$ cat src/rtl/galetron_pkg.sv
// galetron_pkg: shared loader constants and FSM state encoding.
package galetron_pkg;
   localparam int ADDR_WIDTH = 10;
   localparam int DATA_WIDTH = 32;
   localparam int MAX_WORDS = 1024;
   typedef enum logic [2:0] {IDLE, HDR_HI, HDR_LO, DATA, WRITE, FINISH, ERROR} state_t;
endpackage

$ cat src/rtl/instruction_loader_byte_assembler.sv
// byte_assembler: packs a big-endian byte stream into 4-byte words.
module byte_assembler #(
   parameter int DATA_WIDTH = galetron_pkg::DATA_WIDTH
) (
   input  logic                  clock,
   input  logic                  reset,
   input  logic                  clear,
   input  logic                  shift_en,
   input  logic [7:0]            byte_in,
   output logic [DATA_WIDTH-1:0] word,
   output logic                  word_complete
);
   logic [1:0] byte_count;
   always_ff @(posedge clock or posedge reset)
      if (reset) begin
         word       <= '0;
         byte_count <= '0;
      end else if (clear) begin
         word       <= '0;
         byte_count <= '0;
      end else if (shift_en) begin
         word       <= {word[DATA_WIDTH-9:0], byte_in};
         byte_count <= byte_count + 2'd1;
      end
   assign word_complete = shift_en && byte_count == 2'd3;
endmodule

$ cat src/rtl/instruction_loader.sv
// instruction_loader: streams a length-prefixed program into instruction RAM.
module instruction_loader #(
   parameter int ADDR_WIDTH = galetron_pkg::ADDR_WIDTH,
   parameter int DATA_WIDTH = galetron_pkg::DATA_WIDTH,
   parameter int MAX_WORDS  = galetron_pkg::MAX_WORDS
) (
   input  logic                  clock,
   input  logic                  reset,
   input  logic                  start,
   input  logic [7:0]            byte_in,
   input  logic                  byte_valid,
   output logic                  byte_ready,
   output logic [ADDR_WIDTH-1:0] i_ram_writing_address,
   output logic [DATA_WIDTH-1:0] i_ram_input,
   output logic                  flag_write_i_ram,
   output logic                  loading,
   output logic                  done,
   output logic                  error
);
   import galetron_pkg::*;
   state_t state, next_state;
   logic [ADDR_WIDTH-1:0] index;
   logic [15:0] count, hdr;
   logic [DATA_WIDTH-1:0] word;
   logic err, xfer, word_complete, last, bad, accept_start;
   assign xfer         = byte_valid && byte_ready;
   assign accept_start = state == IDLE && start;
   assign hdr          = {count[15:8], byte_in};
   assign bad          = hdr == 16'd0 || int'(hdr) > MAX_WORDS;
   assign last         = int'(index) + 1 == int'(count);
   byte_assembler #(.DATA_WIDTH(DATA_WIDTH)) u_asm (
      .clock(clock),
      .reset(reset),
      .clear(accept_start),
      .shift_en(state == DATA && xfer),
      .byte_in(byte_in),
      .word(word),
      .word_complete(word_complete)
   );
   always_ff @(posedge clock or posedge reset)
      if (reset) state <= IDLE;
      else state <= next_state;
   always_comb begin
      next_state = state;
      case (state)
         IDLE:    next_state = start ? HDR_HI : IDLE;
         HDR_HI:  next_state = xfer ? HDR_LO : HDR_HI;
         HDR_LO:  next_state = xfer ? (bad ? ERROR : DATA) : HDR_LO;
         DATA:    next_state = word_complete ? WRITE : DATA;
         WRITE:   next_state = last ? FINISH : DATA;
         default: next_state = IDLE;
      endcase
   end
   // The final write leaves the index in place so the address never wraps.
   always_ff @(posedge clock or posedge reset)
      if (reset) begin
         index <= '0;
         count <= '0;
         err   <= 1'b0;
      end else if (accept_start) begin
         index <= '0;
         count <= '0;
         err   <= 1'b0;
      end else if (state == HDR_HI && xfer) begin
         count[15:8] <= byte_in;
      end else if (state == HDR_LO && xfer) begin
         count[7:0] <= byte_in;
         err        <= bad;
      end else if (state == WRITE && !last) begin
         index <= index + 1'b1;
      end
   assign byte_ready            = state == HDR_HI || state == HDR_LO || state == DATA;
   assign flag_write_i_ram      = state == WRITE;
   assign loading               = state != IDLE && state != ERROR;
   assign done                  = state == FINISH;
   assign error                 = err;
   assign i_ram_writing_address = index;
   assign i_ram_input           = word;
endmodule

$ cat config.mk
export PLATFORM = sky130hd
export DESIGN_NAME = instruction_loader
export DESIGN_NICKNAME = d
export VERILOG_FILES = /design/src/rtl/galetron_pkg.sv /design/src/rtl/instruction_loader_byte_assembler.sv /design/src/rtl/instruction_loader.sv
export SDC_FILE = /design/constraint.sdc
export NUM_CORES = 1
export LEC_CHECK = 0
export BUFFER_PORTS_ARGS = -buffer_cell sky130_fd_sc_hd__buf_2
export CELL_PAD_IN_SITES_DETAIL_PLACEMENT = 0
export CELL_PAD_IN_SITES_GLOBAL_PLACEMENT = 1
export CORE_ASPECT_RATIO = 1.1
export CORE_UTILIZATION = 43
export DETAILED_ROUTE_END_ITERATION = 10
export PLACE_DENSITY_LB_ADDON = 0.25
export SYNTH_ARGS = -nofsm -noshare
export SYNTH_HDL_FRONTEND = slang
export SYNTH_SLANG_ARGS = --single-unit
$ cat constraint.sdc
create_clock -name clock -period 2.75 [get_ports clock]
set_input_delay 0 -clock clock [delete_from_list [all_inputs] [get_ports clock]]
set_output_delay 0 -clock clock [all_outputs]
set_load 0.05 [all_outputs]
==> results.cfg, run 1 <==
[grt]
grt_antenna_before_repair = 0
grt_pass1_wl_um = 11000
grt_max_degree = 36
overflow = 0
grt_pass1_vias = 2192
track_usage = 0.208

[final_layout]
area_growth_pct = 24.4
fin_nets = 328
fillCellCount = 566
drive_above_1_share = 0.292
n_antenna_cell = 0
final_util = 0.566

[clocking]
clkLatencyLatePin_ns = 0.33
cts_sinks = 64
cts_buffer_depth = 2
path_clk_slew_ns = 0.08
post_cts.repair.setup_buffers = 0
cts_buffers = 9
cts_tree = yes
h-tree-depth = 3
root_buffer = clkbuf_8

[floorplan]
die_area_um2 = 7010
fp.dieW_um = 79.9
core_area_um2 = 6310
die_y_um = 87.7
ios = 59
num_rows = 30
start_util = 0.455

[logic_synthesis]
synth.avg_cell_area_um2 = 11.8
synth_cell_types = 45
yosysSeqAreaShare = 0.558
ys_ff_latch = 64
async_flop_share = 1.00
yosys_warnings = 0
syn_area_um2 = 2870
synthFlopType = dfrtp_1
postSynthCellCount = 244
synth_nets = 258
synth_edf_count = 0

[outcome]
outcome = finished, final reports clean

[worst_setup_path]
ff2ff_setup_slack_ns = 0.30
ff2ff_path_depth = 9
cp-startpoint = i_ram_writing_address[0]
startpoint_type = register
arrival_ns = 2.65
reg2reg_to = i_ram_writing_address[6]
critPathCapture = i_ram_writing_address[6]
worstReg2RegStart = i_ram_writing_address[0]
end_kind = register
cp_data_required_time_ns = 2.95
setup.worst_path.class = register to register
worst-path-max-fanout = 20

[route]
wirelength_um = 6520
vias = 2234
antenna_left = 0
vias_per_cell = 5.60
post_drt_wl_per_cell_um = 16.3
drt_iter0_markers = 110
drtPass1Iterations = 4
drc = 0

[timing]
min_period_ns = 2.45
clock.fmax_ghz = 0.409
slew_headroom = 0.625
setup_ws_ns = 0.304
hold_slack_ns = 0.0293
rsz0062_at_grt = false
tightest_slew_ns = 0.561
final.period_utilization = 0.890
clock_skew_ns = 0.00817
hold_viol_final = 0
drv_slew = 0
fin_setup_tns_ns = 0
setup_viol = 0

[pwr]
p_total_uw = 4340
pwr_density_cell_nw_per_um2 = 1220
ir_drop_mv = 0.665
p_leak_uw = 0.00174

[flow_run]
max_cap_violations = 0

[worst_hold_path]
hold_class = input port to register

[placed_design]
pre_cts_ws_ns = 0.246
port-buffer-count = 58
place.gp.congestion = 0.730
dp_hpwl_um = 4430
[layer usage]
metal / track usage / share of wire / up-vias
li1: - / - / 1077
met1: 0.276 / 0.48 / 1099
met2: 0.329 / 0.47 / 48
met3: 0.0458 / 0.034 / 10
met4: 0.0860 / 0.013 / 0
met5: 0 / 0 / -
[cell type report]
class | instances | area (um^2) | area share
Multi-Input combinational cell | 160 | 1190 | 0.333
Inverter | 3 | 11.3 | 0.00315
Tap cell | 80 | 100 | 0.0280
Clock inverter | 7 | 95.1 | 0.0266
Timing Repair Buffer | 76 | 448 | 0.125
Sequential cell | 64 | 1600 | 0.449
Clock buffer | 9 | 124 | 0.0347
[registers in the layout, summed over array words and instances (netlist names)]
signal	count
count	16
error	1
i_ram_writing_address	10
state	3
u_asm.byte_count	2
u_asm.word	32
[critical path, stage by stage, from the launching register on]
cell and delay (ns):
dfrtp_2 0.43, ha_1 0.24, nand3_2 0.20, or3_1 0.39, a21o_1 0.18, a31oi_1 0.25
o21ai_2 0.09, buf_4 0.20, o311ai_1 0.23, o41ai_1 0.11
[cell usage after synthesis (3+ instances only)]
library cell,instances,share of area
nor4_1,4,0.0087
mux2i_1,4,0.014
nor3_1,4,0.0070
clkbuf_1,11,0.014
nand2_1,7,0.0092
inv_1,3,0.0039
nor2_1,13,0.017
nor2b_1,4,0.0087
buf_2,4,0.0070
a22o_1,47,0.14
and2_1,3,0.0065
xor2_1,4,0.012
dfrtp_1,64,0.56
a21o_1,3,0.0078
xnor2_1,6,0.018
nand3b_1,3,0.0078
nand3_1,8,0.014
o211ai_1,8,0.021
o21ai_0,3,0.0052
o31ai_1,6,0.016
[cells in the final DEF (no fill, tap or decap), types with 4 or more instances in the layout]
cell / n
buf_2: 58
buf_4: 9
nor2_1: 12
nand3_1: 8
xnor2_1: 6
xor2_1: 4
nand2_1: 7
a22o_1: 47
clkbuf_8: 9
o31ai_1: 6
dfrtp_1: 63
mux2i_1: 4
dlygate4sd3_1: 9
nor4_1: 4
nor3_1: 4
o211ai_1: 8
[cell families (layout without fill, tap and decap cells)]
family	Yosys count	count (layout)	synth area share
buf+inv	20	95	0.0292
compound gates	79	79	0.228
mux	5	5	0.0179
flops	64	64	0.558
xor+xnor	10	10	0.0305
simple gates	64	64	0.128
fa+ha+maj	2	2	0.00871
[report_power, final]
| part | switching, uW | internal, uW | total, uW | leakage (uW) |
|---|---|---|---|---|
| logic | 1300 | 628 | 1930 | 0.000782 |
| clock network | 375 | 512 | 887 | 0.000110 |
| registers | 275 | 1250 | 1520 | 0.000851 |
| total | 1950 | 2390 | 4340 | 0.00174 |
[per-stage QoR]
| step | instances | instance area [um^2] |
|---|---|---|
| after floorplan | 244 | 2870 |
| after global placement | 374 | 3260 |
| after detailed placement | 374 | 3260 |
| after CTS | 399 | 3570 |
| after global routing | 399 | 3570 |
| final | 399 | 3570 |
[timing repair]
item,CTS,global route
setup endpoints to repair,0,1
endpoints found under the hold margin,66,0
gates resized for setup,0,1
hold buffers,9,0
[how the worst min path moves through the flow]
stage / depth (start not counted) / end / slack (ns) / from
final: 4 / state[1] / 0.03 / byte_valid
after global routing: 4 / state[1] / 0.03 / byte_valid
after CTS: 4 / state[1] / 0.02 / byte_valid
after detailed placement: 2 / i_ram_writing_address[7] / -0.05 / reset
after global placement: 2 / i_ram_writing_address[7] / -0.06 / reset
after floorplan: 1 / count[13] / 0.14 / byte_in[5]
Note: power is estimated with default switching activity, not from simulation.
==> run 2: changes to the inputs <==
--- a/config.mk
+++ b/config.mk
@@ -11,6 +11,7 @@
 export CORE_ASPECT_RATIO = 1.1
 export CORE_UTILIZATION = 43
 export DETAILED_ROUTE_END_ITERATION = 10
+export GPL_TIMING_DRIVEN = 0
 export PLACE_DENSITY_LB_ADDON = 0.25
 export SYNTH_ARGS = -nofsm -noshare
 export SYNTH_HDL_FRONTEND = slang
==> run 2 against run 1 <==
Against the previous run:
- sequential share of layout area is essentially flat
- non-clock buffer count is 9 higher
- worst hold slack improved by 0.0052 ns
- power is 1.5% lower
- first-iteration DRC count grew 0.91%
- global-route usage is 0.46 points higher
- combinational power grew 2%
- count of clock-buffer cells in the layout rose by 1
- setup slack worse by 0.079 ns
- via count rose by 3.3%
- critical path type unchanged
- highest routed layer unchanged
==> results.cfg, run 2 (synthesis gave the netlist of run 1 again) <==
[worst_setup_path]
end_kind = register
startpoint_type = register
cp_data_required_time_ns = 2.97
setup.worst_path.class = register to register
arrival_ns = 2.74
worst-path-max-fanout = 10

[final_layout]
top_register = u_asm.word
n_antenna_cell = 0
area_growth_pct = 24.3
fin_nets = 337
final_cell_mix = 64 x dfrtp_1, 62 x buf_2, 47 x a22o_1
mostFrequentLayoutCell = dfrtp_1
largest_register_ffs = 32
fillCellCount = 584
drive_above_1_share = 0.262
final_util = 0.566
instances_no_fill = 408
fin_area_um2 = 3570

[clocking]
cts_buffer_depth = 2
path_clk_slew_ns = 0.07
cts_tree = yes
cts_resized = 0
cts_sinks = 64
post_cts.repair.setup_buffers = 0
clkLatencyLatePin_ns = 0.33
h-tree-depth = 3
cts_buffers = 9
cts.hold.buffers_added = 9
root_buffer = clkbuf_8

[grt]
track_usage = 0.212
grt_antenna_before_repair = 0
grt_pass1_vias = 2251
grt_max_degree = 43
grt_pass1_wl_um = 11200
overflow = 0

[floorplan]
num_rows = 30
die_y_um = 87.7
core_area_um2 = 6310
fp.dieW_um = 79.9
start_util = 0.455
ios = 59
die_area_um2 = 7010

[timing]
min_period_ns = 2.53
clock.fmax_ghz = 0.396
rsz0062_at_grt = false
slew_headroom = 0.181
hold_viol_final = 0
setup_viol = 0
drv_slew = 0
clock_skew_ns = 0.0105
final.period_utilization = 0.918
fin_setup_tns_ns = 0
tightest_slew_ns = 1.21

[pwr]
p_leak_uw = 0.00172
pwr_density_cell_nw_per_um2 = 1200
ir_drop_mv = 0.797

[route]
drt_iter0_markers = 111
wirelength_um = 6760
wl_met3_um = 259
vias = 2308
wirelength_met1_um = 3160
drc = 0
highest_layer = met4
wl_met2_um = 3280
vias_per_cell = 5.66
post_drt_wl_per_cell_um = 16.6
drtPass1Iterations = 4
antenna_left = 0

[worst_hold_path]
hold_class = input port to register

[outcome]
outcome = finished, final reports clean

[placed_design]
port-buffer-count = 58
place.gp.congestion = 0.776
dp_hpwl_um = 4740
place_inst = 383
place_area_um2 = 3280

[flow_run]
max_cap_violations = 0
## run 2: cell types whose count changed in the layout (fill, tap and decap cells not counted), sizes merged
cell	previous run	this run
buf	67	65
bufinv	2	1
clkbuf	9	21
clkinv	3	2
clkinvlp	1	3
inv	4	3
## run 2: cell type report
class                   instances  area (um^2)  area share
inverters                       3         11.3     0.00315
multi-input cells             160         1190       0.332
plain buffers                  17         72.6      0.0203
clock buffers                  10          128      0.0358
clock inverters                 6         70.1      0.0196
well taps                      80          100      0.0280
repair buffers                 68          400       0.112
flip-flops and latches         64         1600       0.449
## run 2: worst paths after layout
| path | from | to | slack, ns | cells after the start |
|---|---|---|---|---|
| hold reg to reg | error | error | 0.49 | 1 |
| min in group asynchronous | reset | i_ram_writing_address[7] | 0.25 | 3 |
| max in group asynchronous | reset | count[11] | 1.90 | 4 |
| setup / recovery | state[2] | u_asm.word[2] | 0.22 | 5 |
| setup reg to reg | state[2] | u_asm.word[2] | 0.22 | 5 |
| hold / removal | byte_valid | state[1] | 0.03 | 4 |
## run 2: routing by layer
| metal | vias up | track usage |
|---|---|---|
| li1 | 1093 | - |
| met3 | 6 | 0.0563 |
| met5 | - | 0 |
| met2 | 58 | 0.350 |
| met1 | 1151 | 0.275 |
| met4 | 0 | 0.0633 |
## run 2: stage by stage
| stage | hold WS (ns) | setup WS, ns | total power, uW |
|---|---|---|---|
| finish | 0.0346 | 0.224 | 4280 |
| detailed placement | 0.0650 | 0.209 | 3490 |
| floorplan | 0.140 | 0.180 | 3010 |
| global placement | 0.289 | 0.221 | 3450 |
| global route | 0.0449 | 0.0244 | 4540 |
| CTS | 0.0236 | 0.217 | 4310 |
## run 2: power by group
part / switching (uW) / internal [uW] / total [uW] / leakage (uW)
Combinational: 1350 / 624 / 1970 / 0.000779
Sequential: 259 / 1250 / 1510 / 0.000852
Clock: 378 / 422 / 800 / 0.0000887
Total: 1980 / 2290 / 4280 / 0.00172
## run 2: critical path: stages, from the launching register on
cell and delay (ns):
dfrtp_1 0.36, clkbuf_1 0.16, nor4b_1 1.06, nor2_1 0.27, clkbuf_1 0.32, a22o_1 0.25
